`src/rtl/miner_job_loader_if.sv`:
```
`default_nettype none
// ============================================================================
// Module : miner_job_loader_if
// Brief  : Byte links, job fields and core result bundle for miner_job_loader.
// Rev    : 1.0 - initial release
// ============================================================================
interface miner_job_loader_if;
    logic                rx_valid;
    logic [7:0]          rx_data;
    logic                rx_ready;
    logic                job_valid;
    logic [11:0][7:0]    job_data;
    logic [7:0][31:0]    job_state;
    logic [31:0]         job_nonce_base;
    logic [31:0][7:0]    job_target;
    logic                core_valid;
    logic [31:0]         core_nonce;
    logic                tx_valid;
    logic [7:0]          tx_data;
    logic                tx_ready;
    logic                busy;

    modport master (
        input  rx_valid, rx_data, core_valid, core_nonce, tx_ready,
        output rx_ready, job_valid, job_data, job_state, job_nonce_base,
               job_target, tx_valid, tx_data, busy
    );

    modport slave (
        output rx_valid, rx_data, core_valid, core_nonce, tx_ready,
        input  rx_ready, job_valid, job_data, job_state, job_nonce_base,
               job_target, tx_valid, tx_data, busy
    );
endinterface
`default_nettype wire

```
`src/rtl/miner_job_loader.sv`:
```
`default_nettype none
// ============================================================================
// Module : miner_job_loader
// Brief  : Loads an 0xA5-framed 80-byte job, starts the search core and
//          returns a 5-byte status/nonce report over the tx byte link.
// Rev    : 1.0 - initial release
// ============================================================================
module miner_job_loader #(
    parameter int unsigned          TIMEOUT_W      = 32,
    parameter logic [TIMEOUT_W-1:0] TIMEOUT_CYCLES = 32'hFFFF_FFFF
) (
    input  wire logic          clk,
    input  wire logic          rst,
    miner_job_loader_if.master bus
);

    typedef enum logic [2:0] {
        S_IDLE   = 3'd0,
        S_LOAD   = 3'd1,
        S_START  = 3'd2,
        S_RUN    = 3'd3,
        S_REPORT = 3'd4
    } state_t;

    localparam logic [7:0]           c_SYNC_BYTE    = 8'hA5;
    localparam logic [6:0]           c_LAST_IDX     = 7'd79;
    localparam logic [TIMEOUT_W-1:0] c_TIMEOUT_LAST = TIMEOUT_CYCLES - TIMEOUT_W'(1);
    localparam logic [TIMEOUT_W-1:0] c_BLANK_CYC    = TIMEOUT_W'(2);

    state_t                 r_state_q, w_state_d;
    logic [6:0]             r_idx_q, w_idx_d;
    logic [2:0]             r_byte_q, w_byte_d;
    logic [TIMEOUT_W-1:0]   r_cnt_q, w_cnt_d;
    logic [7:0]             r_status_q, w_status_d;
    logic [31:0]            r_nonce_q, w_nonce_d;
    logic                   r_job_valid_q, w_job_valid_d;
    logic                   r_busy_q, w_busy_d;
    logic                   r_tx_valid_q, w_tx_valid_d;
    logic [7:0]             r_tx_data_q, w_tx_data_d;
    logic [11:0][7:0]       r_job_data_q, w_job_data_d;
    logic [7:0][31:0]       r_job_state_q, w_job_state_d;
    logic [31:0]            r_job_nonce_q, w_job_nonce_d;
    logic [31:0][7:0]       r_job_target_q, w_job_target_d;

    logic                   w_rx_fire;
    logic [4:0]             w_tgt_idx;
    logic [7:0]             w_next_byte;

    assign bus.rx_ready = (r_state_q == S_IDLE) || (r_state_q == S_LOAD);
    assign w_rx_fire    = bus.rx_valid && bus.rx_ready;
    // Payload index 48..79 maps to target byte 79-i; modulo 32 that is 15-i.
    assign w_tgt_idx    = 5'd15 - r_idx_q[4:0];

    always_comb begin
        w_next_byte = r_nonce_q[7:0];
        case (r_byte_q)
            3'd0:    w_next_byte = r_nonce_q[31:24];
            3'd1:    w_next_byte = r_nonce_q[23:16];
            3'd2:    w_next_byte = r_nonce_q[15:8];
            default: w_next_byte = r_nonce_q[7:0];
        endcase
    end

    always_comb begin
        w_state_d      = r_state_q;
        w_idx_d        = r_idx_q;
        w_byte_d       = r_byte_q;
        w_cnt_d        = r_cnt_q;
        w_status_d     = r_status_q;
        w_nonce_d      = r_nonce_q;
        w_job_valid_d  = 1'b0;
        w_tx_valid_d   = r_tx_valid_q;
        w_tx_data_d    = r_tx_data_q;
        w_job_data_d   = r_job_data_q;
        w_job_state_d  = r_job_state_q;
        w_job_nonce_d  = r_job_nonce_q;
        w_job_target_d = r_job_target_q;

        case (r_state_q)
            S_IDLE: begin
                if (w_rx_fire && (bus.rx_data == c_SYNC_BYTE)) begin
                    w_state_d = S_LOAD;
                    w_idx_d   = 7'd0;
                end
            end
            S_LOAD: begin
                if (w_rx_fire) begin
                    if (r_idx_q < 7'd32) begin
                        w_job_state_d[r_idx_q[4:2]][{~r_idx_q[1:0], 3'b000} +: 8] = bus.rx_data;
                    end else if (r_idx_q < 7'd44) begin
                        w_job_data_d[r_idx_q[3:0]] = bus.rx_data;
                    end else if (r_idx_q < 7'd48) begin
                        w_job_nonce_d[{~r_idx_q[1:0], 3'b000} +: 8] = bus.rx_data;
                    end else begin
                        w_job_target_d[w_tgt_idx] = bus.rx_data;
                    end
                    if (r_idx_q == c_LAST_IDX) begin
                        w_state_d     = S_START;
                        w_job_valid_d = 1'b1;
                    end else begin
                        w_idx_d = r_idx_q + 7'd1;
                    end
                end
            end
            S_START: begin
                w_cnt_d   = '0;
                w_state_d = S_RUN;
            end
            S_RUN: begin
                w_cnt_d = r_cnt_q + TIMEOUT_W'(1);
                // Found is tested first so it wins over a coincident timeout.
                if ((r_cnt_q >= c_BLANK_CYC) && bus.core_valid) begin
                    w_status_d   = 8'h01;
                    w_nonce_d    = bus.core_nonce;
                    w_tx_data_d  = 8'h01;
                    w_tx_valid_d = 1'b1;
                    w_byte_d     = 3'd0;
                    w_state_d    = S_REPORT;
                end else if (r_cnt_q == c_TIMEOUT_LAST) begin
                    w_status_d   = 8'h00;
                    w_nonce_d    = 32'h0;
                    w_tx_data_d  = 8'h00;
                    w_tx_valid_d = 1'b1;
                    w_byte_d     = 3'd0;
                    w_state_d    = S_REPORT;
                end
            end
            S_REPORT: begin
                if (r_tx_valid_q && bus.tx_ready) begin
                    if (r_byte_q == 3'd4) begin
                        w_tx_valid_d = 1'b0;
                        w_tx_data_d  = 8'h00;
                        w_state_d    = S_IDLE;
                    end else begin
                        w_tx_data_d = w_next_byte;
                        w_byte_d    = r_byte_q + 3'd1;
                    end
                end
            end
            default: w_state_d = S_IDLE;
        endcase

        w_busy_d = (w_state_d != S_IDLE);
    end

    always_ff @(posedge clk) begin
        if (rst) begin
            r_state_q      <= S_IDLE;
            r_idx_q        <= '0;
            r_byte_q       <= '0;
            r_cnt_q        <= '0;
            r_status_q     <= '0;
            r_nonce_q      <= '0;
            r_job_valid_q  <= 1'b0;
            r_busy_q       <= 1'b0;
            r_tx_valid_q   <= 1'b0;
            r_tx_data_q    <= '0;
            r_job_data_q   <= '0;
            r_job_state_q  <= '0;
            r_job_nonce_q  <= '0;
            r_job_target_q <= '0;
        end else begin
            r_state_q      <= w_state_d;
            r_idx_q        <= w_idx_d;
            r_byte_q       <= w_byte_d;
            r_cnt_q        <= w_cnt_d;
            r_status_q     <= w_status_d;
            r_nonce_q      <= w_nonce_d;
            r_job_valid_q  <= w_job_valid_d;
            r_busy_q       <= w_busy_d;
            r_tx_valid_q   <= w_tx_valid_d;
            r_tx_data_q    <= w_tx_data_d;
            r_job_data_q   <= w_job_data_d;
            r_job_state_q  <= w_job_state_d;
            r_job_nonce_q  <= w_job_nonce_d;
            r_job_target_q <= w_job_target_d;
        end
    end

    assign bus.job_valid      = r_job_valid_q;
    assign bus.busy           = r_busy_q;
    assign bus.tx_valid       = r_tx_valid_q;
    assign bus.tx_data        = r_tx_data_q;
    assign bus.job_data       = r_job_data_q;
    assign bus.job_state      = r_job_state_q;
    assign bus.job_nonce_base = r_job_nonce_q;
    assign bus.job_target     = r_job_target_q;

endmodule
`default_nettype wire

```
`src/flat_wrapper.sv`:
```
// flat-port wrapper written by rule: the top's interface ports become plain ports
module miner_job_loader_flat 
#(
    parameter int unsigned          TIMEOUT_W      = 32,
    parameter logic [TIMEOUT_W-1:0] TIMEOUT_CYCLES = 32'hFFFF_FFFF
)
  (clk, rst, bus_rx_valid, bus_rx_data, bus_core_valid, bus_core_nonce, bus_tx_ready, bus_rx_ready, bus_job_valid, bus_job_data, bus_job_state, bus_job_nonce_base, bus_job_target, bus_tx_valid, bus_tx_data, bus_busy);
  miner_job_loader_if bus_i ();
  input  wire logic clk;
  input  wire logic rst;
  input wire logic [$bits(bus_i.rx_valid)-1:0] bus_rx_valid;
  input wire logic [$bits(bus_i.rx_data)-1:0] bus_rx_data;
  input wire logic [$bits(bus_i.core_valid)-1:0] bus_core_valid;
  input wire logic [$bits(bus_i.core_nonce)-1:0] bus_core_nonce;
  input wire logic [$bits(bus_i.tx_ready)-1:0] bus_tx_ready;
  output wire logic [$bits(bus_i.rx_ready)-1:0] bus_rx_ready;
  output wire logic [$bits(bus_i.job_valid)-1:0] bus_job_valid;
  output wire logic [$bits(bus_i.job_data)-1:0] bus_job_data;
  output wire logic [$bits(bus_i.job_state)-1:0] bus_job_state;
  output wire logic [$bits(bus_i.job_nonce_base)-1:0] bus_job_nonce_base;
  output wire logic [$bits(bus_i.job_target)-1:0] bus_job_target;
  output wire logic [$bits(bus_i.tx_valid)-1:0] bus_tx_valid;
  output wire logic [$bits(bus_i.tx_data)-1:0] bus_tx_data;
  output wire logic [$bits(bus_i.busy)-1:0] bus_busy;
  assign bus_i.rx_valid = bus_rx_valid;
  assign bus_i.rx_data = bus_rx_data;
  assign bus_i.core_valid = bus_core_valid;
  assign bus_i.core_nonce = bus_core_nonce;
  assign bus_i.tx_ready = bus_tx_ready;
  assign bus_rx_ready = bus_i.rx_ready;
  assign bus_job_valid = bus_i.job_valid;
  assign bus_job_data = bus_i.job_data;
  assign bus_job_state = bus_i.job_state;
  assign bus_job_nonce_base = bus_i.job_nonce_base;
  assign bus_job_target = bus_i.job_target;
  assign bus_tx_valid = bus_i.tx_valid;
  assign bus_tx_data = bus_i.tx_data;
  assign bus_busy = bus_i.busy;
  miner_job_loader #(.TIMEOUT_W(TIMEOUT_W), .TIMEOUT_CYCLES(TIMEOUT_CYCLES)) u_core (.clk(clk), .rst(rst), .bus(bus_i));
endmodule
```
`config.mk`:
```
export PLATFORM = sky130hd
export DESIGN_NAME = miner_job_loader_flat
export DESIGN_NICKNAME = d
export VERILOG_FILES = /design/src/rtl/miner_job_loader_if.sv /design/src/rtl/miner_job_loader.sv /design/src/flat_wrapper.sv
export SDC_FILE = /design/constraint.sdc
export NUM_CORES = 2
export LEC_CHECK = 0
export CELL_PAD_IN_SITES_DETAIL_PLACEMENT = 1
export CELL_PAD_IN_SITES_GLOBAL_PLACEMENT = 2
export CORE_MARGIN = 4
export CORE_UTILIZATION = 28
export CTS_BUF_LIST = sky130_fd_sc_hd__clkbuf_16
export CTS_CLUSTER_DIAMETER = 200
export DETAILED_ROUTE_END_ITERATION = 6
export PLACE_DENSITY_LB_ADDON = 0.1
export SYNTH_ARGS = -nofsm -noshare
export SYNTH_HDL_FRONTEND = slang
export SYNTH_SLANG_ARGS = --single-unit
```
`constraint.sdc`:
```
create_clock -name clk -period 2.3 [get_ports clk]
set_input_delay 0.46 -clock clk [delete_from_list [all_inputs] [get_ports clk]]
set_output_delay 0.46 -clock clk [all_outputs]
set_load 0.01 [all_outputs]
```
==> results.tsv <==
stage	metric	value	unit
clock_network	CTS clk-pin slew, worst paths	0.06	ns
power	net switching share of the total power	0.233	
logic_synthesis	syn_nets	3475	
floorplan	Die Area	0.104	sq mm
global_route	vias in the first global route	27200	
timing	min Tclk post-route	2.18	ns
routing	Vias/cell	5.01	
cells_and_area	fin area	0.0401	sq mm
worst_setup_path	CP required	1.84	ns
power	Flop pwr share	0.481	
power	switching power total	6.12	mW
logic_synthesis	syn avg cell area	8.09	sq um
worst_setup_path	crit end category	primary output	
clock_network	root buffer cell	clkbuf_16	
timing	unrepaired setup endpoints after global routing	false	
cells_and_area	Fill cells	11400	
logic_synthesis	sequential fraction of the synthesis area	0.527	
logic_synthesis	flops & latches, synth	728	
routing	Remaining DRCs	0	
global_route	first-pass GRT wire length	189	mm
power	internal power	20.1	mW
floorplan	core area	0.0973	sq mm
timing	Rel. slew slack	0.433	
power	Leak Pwr	13.3	nW
cells_and_area	Area growth syn-to-layout	45.1	%
floorplan	# rows	114	
logic_synthesis	post-synthesis async set-or-reset flop share	0	
floorplan	Die W	322	um
logic_synthesis	Syn Inst Count	3417	
power	clock power share	0.493	
clock_network	Clk Latency, worst-skew pair	0.66	ns
timing	worst slew pin tran	0.850	ns
run	Max-Cap Viols	0	
routing	post-DR wirelength/cell	23.9	um
worst_setup_path	Max stage delay cell, worst path	clkdlybuf4s50_1	
placement	placed instance count	5325	
hold_path	Hold Path Class	in2reg	
clock_network	CTS tree	yes	
floorplan	num ports	697	
cells_and_area	share of cells above drive strength 1	0.0982	
worst_setup_path	CP startpoint kind	flop	
placement	placed inst area	0.0375	sq mm
power	Worst VDD drop	494	uV
routing	routed via count	27500	
global_route	largest net degree at the start of global routing	58	
worst_setup_path	crit path DAT	1.72	ns
clock_network	Hold-fix buffers, CTS	0	
floorplan	Starting Density	0.284	
routing	Initial DRT Pass Iterations	6	
timing	final cycle utilization of the critical path	0.947	
worst_setup_path	Crit Path Category	reg2out	
timing	final hold vios	0	
timing	Hold Slack	0.145	ns
worst_setup_path	crit-path cells	clkdlybuf4s50_1	
power	Logic pwr share	0.026	
run_status	outcome	completed	
worst_setup_path	worst path bufs/invs	1	
routing	total wire length	131	mm
placement	placer congestion estimate	0.769	
worst_setup_path	critical path peak fanout	2	
timing	Layout Skew	0.0195	ns
global_route	total grt overflow	0	
clock_network	H-tree depth	3	
clock_network	TritonCTS Buffers	87	
placement	# port buffers	696	
logic_synthesis	dominant register cell in the synthesized netlist	dfxtp_1	
clock_network	setup repair bufs after CTS	0	
clock_network	clock sinks	728	
global_route	Total GRT Usage	0.242	
logic_synthesis	Post-synth EDFFs	0	
floorplan	die height	322	um
cells_and_area	fin nets	4196	
routing	DRT iter0 DRCs	1700	
clock_network	Clock Path Buffers	3	
placement	post-detail-place hpwl	92.9	mm
logic_synthesis	Cell Area, Synth	0.0276	sq mm
worst_setup_path	critical path's top delay family	buffers and inverters	
timing	number of setup violations in the final report	0	
logic_synthesis	Unique masters post-synth	58	
worst_setup_path	slowest cell delay on critical path	0.74	ns
cells_and_area	post-route insts no fill	5484	
global_route	initial antenna violation count	9	
routing	post-route ant nets	0	
logic_synthesis	Syn. warnings	0	
timing	Max Clock Freq	459	MHz
power	PD cells	654	mW/mm^2
timing	Slew Limit Fails	0	
-- cell usage in the layout, fill, tap and decap left out, types with 35 or more instances in the layout --
master,instances
nand3_1,640
dfxtp_1,726
inv_1,35
clkbuf_16,91
a21oi_1,638
buf_12,50
and2_1,35
nand2_1,728
buf_4,210
clkdlybuf4s50_1,685
nor2_1,65
-- state kept, by name (all words and copies together), names as in the netlist, 3 cells and up --
name and count:
u_core.bus.job_data 96, u_core.bus.job_nonce_base 32, u_core.bus.job_state 256, u_core.bus.job_target 256, u_core.bus.tx_data 8, u_core.r_byte_q 3, u_core.r_cnt_q 32, u_core.r_idx_q 7
u_core.r_nonce_q 32, u_core.r_state_q 3
-- cells by family (layout without fill, tap and decap cells) --
kind of cell             after synthesis  in the layout  share of synthesized area
AND/OR/NAND/NOR                     1577           1577                      0.262
flip-flops                           728            728                      0.527
AO/OA/AOI/OAI                        721            721                      0.139
buffers and inverters                333           1121                     0.0499
XOR/XNOR                              28             28                    0.00888
multiplexers                          17             17                    0.00616
adder cells (fa/ha/maj)               13             13                    0.00589
other                                  0              3                          0
-- path summary, 6_finish.rpt --
check	start	end	slack [ns]	cells past startpoint
worst max-delay path	u_core.bus.job_target[196]$_SDFFE_PP0P_	bus_job_target[196]	0.12	1
worst max register to register	u_core.r_idx_q[0]$_SDFFE_PP0P_	u_core.bus.job_state[109]$_SDFFE_PP0P_	0.17	7
worst min register to register	u_core.bus.job_target[62]$_SDFFE_PP0P_	u_core.bus.job_target[62]$_SDFFE_PP0P_	0.45	2
worst min-delay path	rst	u_core.bus.job_target[215]$_SDFFE_PP0P_	0.15	2
-- routing by layer --
layer  up-vias  track usage  wire length [um]  share of wire
li1      13200            -                 -              -
met1     13500        0.302             56500           0.43
met2       606        0.415             63200           0.48
met3       176       0.0572              7380          0.056
met4         2       0.0722              4090          0.031
met5         -            0                13       0.000099
-- power groups by stage --
stage          logic (mW)  registers (mW)  clock network, mW
6_report            0.690            12.6               12.9
5_1_grt             0.723            12.6               13.8
4_1_cts             0.694            12.6               13.3
3_5_place_dp        0.695            12.9                  0
3_3_place_gp        0.698            12.9                  0
2_1_floorplan       0.289            12.9                  0
-- synth_stat cells (7+ instances only) --
library cell | number | area (sq um)
o21ai_0 | 15 | 75.1
nor3_1 | 11 | 55.1
mux2i_1 | 17 | 170
xor2_1 | 21 | 184
and2_1 | 36 | 225
clkbuf_1 | 254 | 953
buf_2 | 52 | 260
nand2_1 | 728 | 2730
inv_1 | 8 | 30.0
dfxtp_1 | 728 | 14600
nand2b_1 | 7 | 43.8
nor4_1 | 16 | 100
nand3_1 | 640 | 3200
a222oi_1 | 8 | 80.1
buf_6 | 7 | 78.8
xnor2_1 | 7 | 61.3
nor2_1 | 66 | 248
and3_1 | 10 | 62.6
nand4_1 | 19 | 119
ha_1 | 13 | 163
buf_1 | 8 | 30.0
a22oi_1 | 8 | 60.1
a21oi_1 | 638 | 3190
a22o_1 | 32 | 280
-- per-stage QoR --
stage                     TNS, ns  power (mW)  utilization  setup WS, ns
final                           0        26.2        0.412         0.122
after global routing            0        27.1        0.412       0.00458
after floorplan                 0        13.2            -         0.339
after CTS                       0        26.6        0.412        0.0343
after global placement     -29.75        13.6        0.385        -0.146
after detailed placement   -45.52        13.6        0.385        -0.175
-- cell type report --
| class | count | area, sq um | area share |
|---|---|---|---|
| Timing Repair Buffer | 956 | 9510 | 0.237 |
| Clock inverter | 65 | 335 | 0.00836 |
| Inverter | 9 | 35.0 | 0.000874 |
| Tap cell | 1276 | 1600 | 0.0398 |
| Sequential cell | 728 | 14600 | 0.364 |
| Clock buffer | 91 | 2280 | 0.0568 |
| Multi-Input combinational cell | 2356 | 11800 | 0.293 |
| Antenna cell | 3 | 7.51 | 0.000187 |
-- what timing repair did --
| action | CTS | global route |
|---|---|---|
| endpoints found under the hold margin | 0 | 0 |
| gates resized for setup | 5 | 5 |
| endpoints found under the setup margin | 44 | 128 |
Note: power is estimated with default switching activity, not from simulation.
